==> config.mk <==
export PLATFORM = sky130hd
export DESIGN_NAME = fifo_sync_param
export DESIGN_NICKNAME = d
export VERILOG_FILES = /design/src/rtl/fifo_sync_param_pkg.sv /design/src/rtl/fifo_sync_ram.sv /design/src/rtl/fifo_sync_param.sv
export SDC_FILE = /design/constraint.sdc
export NUM_CORES = 1
export LEC_CHECK = 0
export ABC_AREA = 1
export CAP_MARGIN = 20
export CORE_UTILIZATION = 40
export CTS_CLUSTER_SIZE = 10
export DETAILED_ROUTE_END_ITERATION = 8
export GPL_TIMING_DRIVEN = 0
export PLACE_DENSITY_LB_ADDON = 0.15
export SKIP_CTS_REPAIR_TIMING = 1
export SYNTH_ARGS = -nofsm -noshare
export SYNTH_HDL_FRONTEND = slang
export SYNTH_SLANG_ARGS = --single-unit
==> constraint.sdc <==
create_clock -name clk -period 3.5 [get_ports clk]
set_clock_uncertainty 0.05 [all_clocks]
set_input_delay 1.05 -clock clk [delete_from_list [all_inputs] [get_ports clk]]
set_output_delay 1.05 -clock clk [all_outputs]
set_load 0.05 [all_outputs]
==> src/rtl/fifo_sync_param_pkg.sv <==
// Shared constants for the single-clock FIFO: default widths, derived depth
// and the read-mode encodings.
package fifo_sync_param_pkg;

  localparam int D_LENGTH_DEF = 8;
  localparam int A_LENGTH_DEF = 4;

  localparam int FWFT_STD = 0;
  localparam int FWFT_ON  = 1;

  function automatic int depth_of(input int a_length);
    return 1 << a_length;
  endfunction

  localparam int DEPTH_DEF = depth_of(A_LENGTH_DEF);

endpackage

==> src/rtl/fifo_sync_ram.sv <==
// Simple dual-port RAM: synchronous write, read port either registered
// (with a clearable output register) or asynchronous.
module fifo_sync_ram
  import fifo_sync_param_pkg::*;
#(
  parameter int D_LENGTH   = D_LENGTH_DEF,
  parameter int A_LENGTH   = A_LENGTH_DEF,
  parameter bit ASYNC_READ = 1'b0
) (
  input  logic                clk,
  input  logic                reset,
  input  logic                wr_en,
  input  logic [A_LENGTH-1:0] wr_addr,
  input  logic [D_LENGTH-1:0] wr_data,
  input  logic                rd_en,
  input  logic [A_LENGTH-1:0] rd_addr,
  output logic [D_LENGTH-1:0] rd_data
);

  localparam int DEPTH = depth_of(A_LENGTH);

  logic [D_LENGTH-1:0] mem [DEPTH];
  logic [D_LENGTH-1:0] rd_q;

  always_ff @(posedge clk) begin
    if (wr_en) begin
      mem[wr_addr] <= wr_data;
    end
  end

  // Output register maps onto the RAM's own synchronous-reset data latch.
  always_ff @(posedge clk) begin
    if (reset) begin
      rd_q <= '0;
    end else if (rd_en) begin
      rd_q <= mem[rd_addr];
    end
  end

  assign rd_data = ASYNC_READ ? mem[rd_addr] : rd_q;

endmodule

==> src/rtl/fifo_sync_param.sv <==
// Single-clock parametrised FIFO with runtime almost-full/empty thresholds,
// occupancy count, sticky error flags and standard or FWFT read mode.
module fifo_sync_param
  import fifo_sync_param_pkg::*;
#(
  parameter int D_LENGTH = D_LENGTH_DEF,
  parameter int A_LENGTH = A_LENGTH_DEF,
  parameter int FWFT     = FWFT_STD
) (
  input  logic                clk,
  input  logic                reset,
  input  logic                enable_wr,
  input  logic [D_LENGTH-1:0] data_in,
  input  logic                enable_rd,
  output logic [D_LENGTH-1:0] data_out,
  output logic                valid_out,
  input  logic [A_LENGTH:0]   af_thresh,
  input  logic [A_LENGTH:0]   ae_thresh,
  output logic [A_LENGTH:0]   fill_count,
  output logic                f_full,
  output logic                f_empty,
  output logic                f_almost_full,
  output logic                f_almost_empty,
  output logic                f_overflow,
  output logic                f_underflow
);

  localparam int CW = A_LENGTH + 1;
  localparam logic [A_LENGTH:0] DEPTH_C = CW'(depth_of(A_LENGTH));
  localparam logic [A_LENGTH:0] ONE_C   = CW'(1);

  logic [A_LENGTH:0] wr_ptr;
  logic [A_LENGTH:0] rd_ptr;
  logic [A_LENGTH:0] count_q;
  logic [A_LENGTH:0] count_next;
  logic [A_LENGTH:0] flag_count;
  logic              wr_acc;
  logic              rd_acc;
  logic              valid_q;
  logic              full_q;
  logic              empty_q;
  logic              afull_q;
  logic              aempty_q;
  logic              ovf_q;
  logic              unf_q;
  logic [D_LENGTH-1:0] ram_rd_data;

  // Requests in the reset cycle are swallowed so nothing reaches the RAM.
  assign wr_acc = enable_wr & ~full_q & ~reset;
  assign rd_acc = enable_rd & ~empty_q & ~reset;

  assign count_next = count_q + CW'(wr_acc) - CW'(rd_acc);
  assign flag_count = reset ? '0 : count_next;

  always_ff @(posedge clk) begin
    if (reset) begin
      wr_ptr  <= '0;
      rd_ptr  <= '0;
      count_q <= '0;
      valid_q <= 1'b0;
      ovf_q   <= 1'b0;
      unf_q   <= 1'b0;
    end else begin
      if (wr_acc) begin
        wr_ptr <= wr_ptr + ONE_C;
      end
      if (rd_acc) begin
        rd_ptr <= rd_ptr + ONE_C;
      end
      count_q <= count_next;
      valid_q <= rd_acc;
      if (enable_wr && full_q) begin
        ovf_q <= 1'b1;
      end
      if (enable_rd && empty_q) begin
        unf_q <= 1'b1;
      end
    end
  end

  // Flags follow the same next-count value as fill_count, including on reset.
  always_ff @(posedge clk) begin
    full_q   <= (flag_count == DEPTH_C);
    empty_q  <= (flag_count == '0);
    afull_q  <= (flag_count >= af_thresh);
    aempty_q <= (flag_count <= ae_thresh);
  end

  fifo_sync_ram #(
    .D_LENGTH  (D_LENGTH),
    .A_LENGTH  (A_LENGTH),
    .ASYNC_READ(FWFT == FWFT_ON)
  ) u_ram (
    .clk    (clk),
    .reset  (reset),
    .wr_en  (wr_acc),
    .wr_addr(wr_ptr[A_LENGTH-1:0]),
    .wr_data(data_in),
    .rd_en  (rd_acc),
    .rd_addr(rd_ptr[A_LENGTH-1:0]),
    .rd_data(ram_rd_data)
  );

  assign data_out       = ram_rd_data;
  assign valid_out      = (FWFT == FWFT_ON) ? ~empty_q : valid_q;
  assign fill_count     = count_q;
  assign f_full         = full_q;
  assign f_empty        = empty_q;
  assign f_almost_full  = afull_q;
  assign f_almost_empty = aempty_q;
  assign f_overflow     = ovf_q;
  assign f_underflow    = unf_q;

endmodule

* Word level (Yosys, flattened, before mapping)
Memories as Yosys holds them, arrays and structs flattened. A register that Yosys moved wholly into a read port is not among the register bits.
Cells that the tools add are included.
** Cells by class
- Bitwise logic cells :: 7
- Equal/unequal tests :: 1
- Add/sub/neg operators :: 4
- Reduce and logical (&&, ||, !) cells :: 3
- Mux-type cells :: 3
- Order comparisons :: 2
** Operators with widths (number)
- 5-bit by 1-bit adder with 5-bit output, second input constant :: 2
- 5-bit by 1-bit adder with 5-bit output :: 1
- 5-bit == test, second input constant :: 1
- 5-bit >= comparator :: 1
- 5-bit <= comparator :: 1
- 5-bit logical NOT :: 1
- 5-bit 2-to-1 mux :: 1
- 5-bit by 1-bit subtractor with 5-bit output :: 1
- 1-bit bitwise AND :: 4
- 1-bit inverter :: 3
- 1-bit logical AND :: 2
- 1-bit 2-to-1 mux :: 2
** Storage, ports and cells
- Memories :: 1
- Input port bits :: 22
- Output and inout port bits :: 20
- Logic and storage cells :: 31
- Memory bits (writable) :: 128
- Flip-flop bits (word level) :: 22
** Memory list
- u_ram.mem :: words 16, width 8, read ports 1, clocked after Yosys merged registers in 1, write ports 1, RTL line fifo_sync_ram.sv:22 : logic [D_LENGTH-1:0] mem [DEPTH];

* Depth between registers and ports, before layout
- Word-level depth :: 7
- Mapped depth :: 20
- Mapped depth without buffers :: 20

* Hierarchy
Synthesis repeated with hierarchy kept, for this count alone.
** Unflattened totals
- Cell total of the unflattened synthesis :: 641
- Area, all modules :: 6727.7 um^2
** By module, submodules not included
- fifo_sync_ram :: cells an instance 490, seq. area each 4003.8 um^2, area an instance 5577.8 um^2, times used 1
- fifo_sync_param :: cells an instance 151, seq. area each 400.4 um^2, area an instance 1149.9 um^2, times used 1

* Worst setup path after synthesis
No wires, ideal clock.
- Path kind :: input-to-reg
- Start :: input port reset
- End :: register aempty_q, in the netlist f_almost_empty
- Buffers on the path :: 0
- Arrival :: 3535 ps
- Data required time :: 3376 ps
- Slack :: -159 ps
- Stages on the path :: 19
- Library setup time :: 74 ps
- Cells stage by stage :: inv_2 nand2_1 inv_2 ha_1 inv_1 ha_1 inv_1 fa_1 inv_1 nand2_1 nand2_1 nand2_1 nand2_1 nor2_1 nor3b_1 ha_1 a21oi_1 o221ai_1 o21ai_0
** Between the ends
- Elaborated cells between the ends (all ways) :: 7
- Classes of those cells :: add/sub: 2; order compare: 1; mux: 1; bitwise: 3
** RTL lines
- from (decl) :: RTL line fifo_sync_param.sv:11 : input logic reset,
- 1-bit inverter :: RTL line fifo_sync_param.sv:50 : assign rd_acc = enable_rd & ~empty_q & ~reset;
- 1-bit bitwise AND :: RTL line fifo_sync_param.sv:50
- net rd_acc :: RTL line fifo_sync_param.sv:38 : logic rd_acc;
- 5-bit by 1-bit subtractor with 5-bit output :: RTL line fifo_sync_param.sv:52 : assign count_next = count_q + CW'(wr_acc) - CW'(rd_acc);
- 5-bit 2-to-1 mux
- net flag_count[4] :: RTL line fifo_sync_param.sv:36 : logic [A_LENGTH:0] flag_count;
- 5-bit <= comparator :: RTL line fifo_sync_param.sv:86 : aempty_q <= (flag_count <= ae_thresh);
- to (signal assigned) :: RTL line fifo_sync_param.sv:86
- to (decl) :: RTL line fifo_sync_param.sv:43 : logic aempty_q;
The timed path passes the listed nets, and every way through them passes these cells.
A chain may end at the register's enable or synchronous reset.

* Worst setup path in the final report
- Start :: input port enable_rd
- End :: register aempty_q, in the netlist f_almost_empty
** Between the ends
- Longest elaborated chain between the ends :: 5
** RTL lines
- from (decl) :: RTL line fifo_sync_param.sv:14 : input logic enable_rd,
- 1-bit bitwise AND (2 in series) :: RTL line fifo_sync_param.sv:50
- net rd_acc :: RTL line fifo_sync_param.sv:38
- 5-bit by 1-bit subtractor with 5-bit output :: RTL line fifo_sync_param.sv:52
- 5-bit 2-to-1 mux
- net flag_count[4] :: RTL line fifo_sync_param.sv:36
- 5-bit <= comparator :: RTL line fifo_sync_param.sv:86
The timed path passes the listed nets, and every way through them passes these cells.

==> impl_metrics.yaml <==
status:
  outcome: "completed"
sta:
  post-route-period-util_pct: 95.90
  slew_headroom_pct: 45.19
  setup_viol: 0
  timing.fmax_mhz: 297.9
  period_minus_slack_ns: 3.356
  fin_hold_ws_ns: 0.4206
  hold_viol_final: 0
  timing.final.max_slew_violations: 0
  tightest_slew_ns: 0.8192
  setup_tns_ns: 0
die:
  die_h_um: 133.6
  initial_utilization_pct: 41.32
  io_pins: 42
  row_count: 47
  die-area_mm2: 0.01784
  die_x_um: 133.6
  coreArea_mm2: 0.01676
synthesis:
  synth_area_mm2: 0.006925
  ys_warn_count: 0
  synth_nets: 753
  ys_seq_area_share_pct: 63.60
  synth-seq-cells: 156
  synth.distinct_cells: 24
  syn-mean-instance-area_um2: 9.754
  synthCells: 710
global_route:
  grt_pass1_wl_um: 25440
  met3_usage_pct: 4.376
  antenna_found_initial: 0
  grt_overflow: 0
  grt-busiest-layer: "met2"
  grt_util_met1_pct: 24.98
  grt_max_degree: 17
  grt_pass1_vias: 4720
  use_met2_pct: 32.90
  track_usage_pct: 19.51
finish:
  final_common_cell: "nand2_1"
  seqCellArea_mm2: 0.004404
  multiInputGateArea_mm2: 0.001979
  design_area_mm2: 0.008351
  diodes: 0
  layout_common_cells: "nand2_1, edfxtp_1, inv_1"
  n_fill_cell: 1547
  nets: 821
  syn_to_final_growth_pct: 20.58
  layout.cells.non_filler: 1011
  drive_above_1_share_pct: 9.482
clock_network:
  cts_tree: "done"
  cts.sinks: 156
  htree_levels: 4
  clockBufferDepth: 2
  cts-root-buf: "clkbuf_16"
  path_clk_slew_ns: 0.06
  clk_latency_ns: 0.42
  numCtsBuffers: 17
job:
  drv_cap: 0
worst_setup_path:
  cp_max_fo: 5
  path_class: "primary input to register"
  startpoint_type: "primary input"
  end_kind: "register"
  critPathRequiredTime_ns: 3.75
  arrival_ns: 3.61
pwr:
  swShare_pct: 30.05
  p_leak_nw: 3.606
  ir_worst_vdd_uv: 395.1
  intPower_w: 0.003726
  power_switching_w: 0.001600
  power_frac_comb_pct: 24.6
  powerDensity_mw_per_mm2: 637.8
  p_clk_share_pct: 34.9
  power_frac_seq_pct: 40.6
routing:
  drc: 0
  drt_iter0_drc: 296
  wl_um: 16580
  avgRoutedWirePerCell_um: 16.39
  vias_per_cell: 4.813
  dr.pass1.iters: 4
  num_vias: 4866
  drtAntennaViolNets: 0
min_path:
  min_path_type: "register to register"
place:
  dp_hpwl_um: 11480
  dp.cells: 971
  place_congestion: 0.8932
  numPortBuffers: 41
  place_area_mm2: 0.007621
worst max-delay path, stage by stage:
cell	delay, ns
clkbuf_2	0.09
inv_1	0.04
nor2_2	0.15
nand2_4	0.10
clkinv_4	0.08
ha_4	0.20
inv_1	0.05
ha_2	0.16
inv_1	0.05
fa_1	0.35
inv_1	0.09
nand2_1	0.08
nand2_1	0.06
nand2_1	0.06
nand2_2	0.08
nor2_2	0.05
nor3b_4	0.31
ha_4	0.19
nand4_1	0.10
o221ai_1	0.19
o21ai_1	0.09
worst paths after layout:
kind                from             end  slack, ns  cells past startpoint
max            enable_rd  f_almost_empty       0.14                     21
min          f_underflow     f_underflow       0.42                      2
max reg2reg      f_empty  f_almost_empty       0.56                     19
min reg2reg  f_underflow     f_underflow       0.42                      2
metal layers:
metal	share of wire, %	wire length [um]
met1	45	7379
met4	1.9	322
met3	4.2	688
met2	49	8185
met5	0	0
stage by stage:
step                      utilization [%]  setup WS, ns  power [W]
after detailed placement            45.47        -1.204   0.003416
after global routing                49.82      -0.08888   0.005576
after CTS                           49.12       -0.7767   0.005276
after global placement              45.47        -1.071   0.003386
after floorplan                         -      0.007033   0.003017
final                               49.82        0.1437   0.005326
power groups by stage:
stage / Combinational (W) / Sequential, W / Clock (W)
after global routing: 0.00144 / 0.00217 / 0.00196
after CTS: 0.00123 / 0.00216 / 0.00189
after floorplan: 0.000589 / 0.00243 / 0
after detailed placement: 0.00122 / 0.00220 / 0
final: 0.00131 / 0.00216 / 0.00186
after global placement: 0.00119 / 0.00220 / 0
final cells by class:
type	count	share of cell area [%]
Inverter	114	5.214
Clock inverter	3	0.1798
Buffer	27	2.113
Clock buffer	29	7.132
Multi-Input combinational cell	413	23.70
Timing Repair Buffer	49	5.619
Tap cell	220	3.296
Sequential cell	156	52.74
flip-flops by register name (all words and copies together) (netlist names):
register	cells
f_empty	1
u_ram.rd_data	8
valid_out	1
rd_ptr	4
f_almost_empty	1
f_full	1
f_overflow	1
u_ram.mem	128
fill_count	5
wr_ptr	4
f_almost_full	1
f_underflow	1
Yosys cell counts:
cell type / number / share of area, %
a211oi_1: 1 / 0.11
nor2_1: 29 / 1.6
dfxtp_1: 28 / 8.1
o221ai_1: 1 / 0.13
ha_1: 20 / 3.6
buf_2: 12 / 0.87
edfxtp_1: 128 / 56
o21bai_1: 1 / 0.11
clkinv_1: 1 / 0.054
nand3b_1: 1 / 0.11
xnor2_1: 1 / 0.13
a21oi_1: 12 / 0.87
o21ai_0: 8 / 0.58
buf_4: 8 / 0.87
nor2b_1: 1 / 0.090
nor3b_1: 1 / 0.11
inv_1: 110 / 6.0
nand3_1: 92 / 6.6
fa_1: 1 / 0.29
clkbuf_1: 3 / 0.16
buf_6: 4 / 0.65
nand4_1: 3 / 0.27
inv_2: 3 / 0.16
nand2_1: 241 / 13
cells by family after synthesis:
family	Yosys count	share of synthesized area [%]
flops	156	63.60
xor+xnor	1	0.1265
simple gates	368	21.86
buf+inv	141	8.726
fa+ha+maj	21	3.902
compound gates	23	1.789
Power figures use the tool's default switching activity.
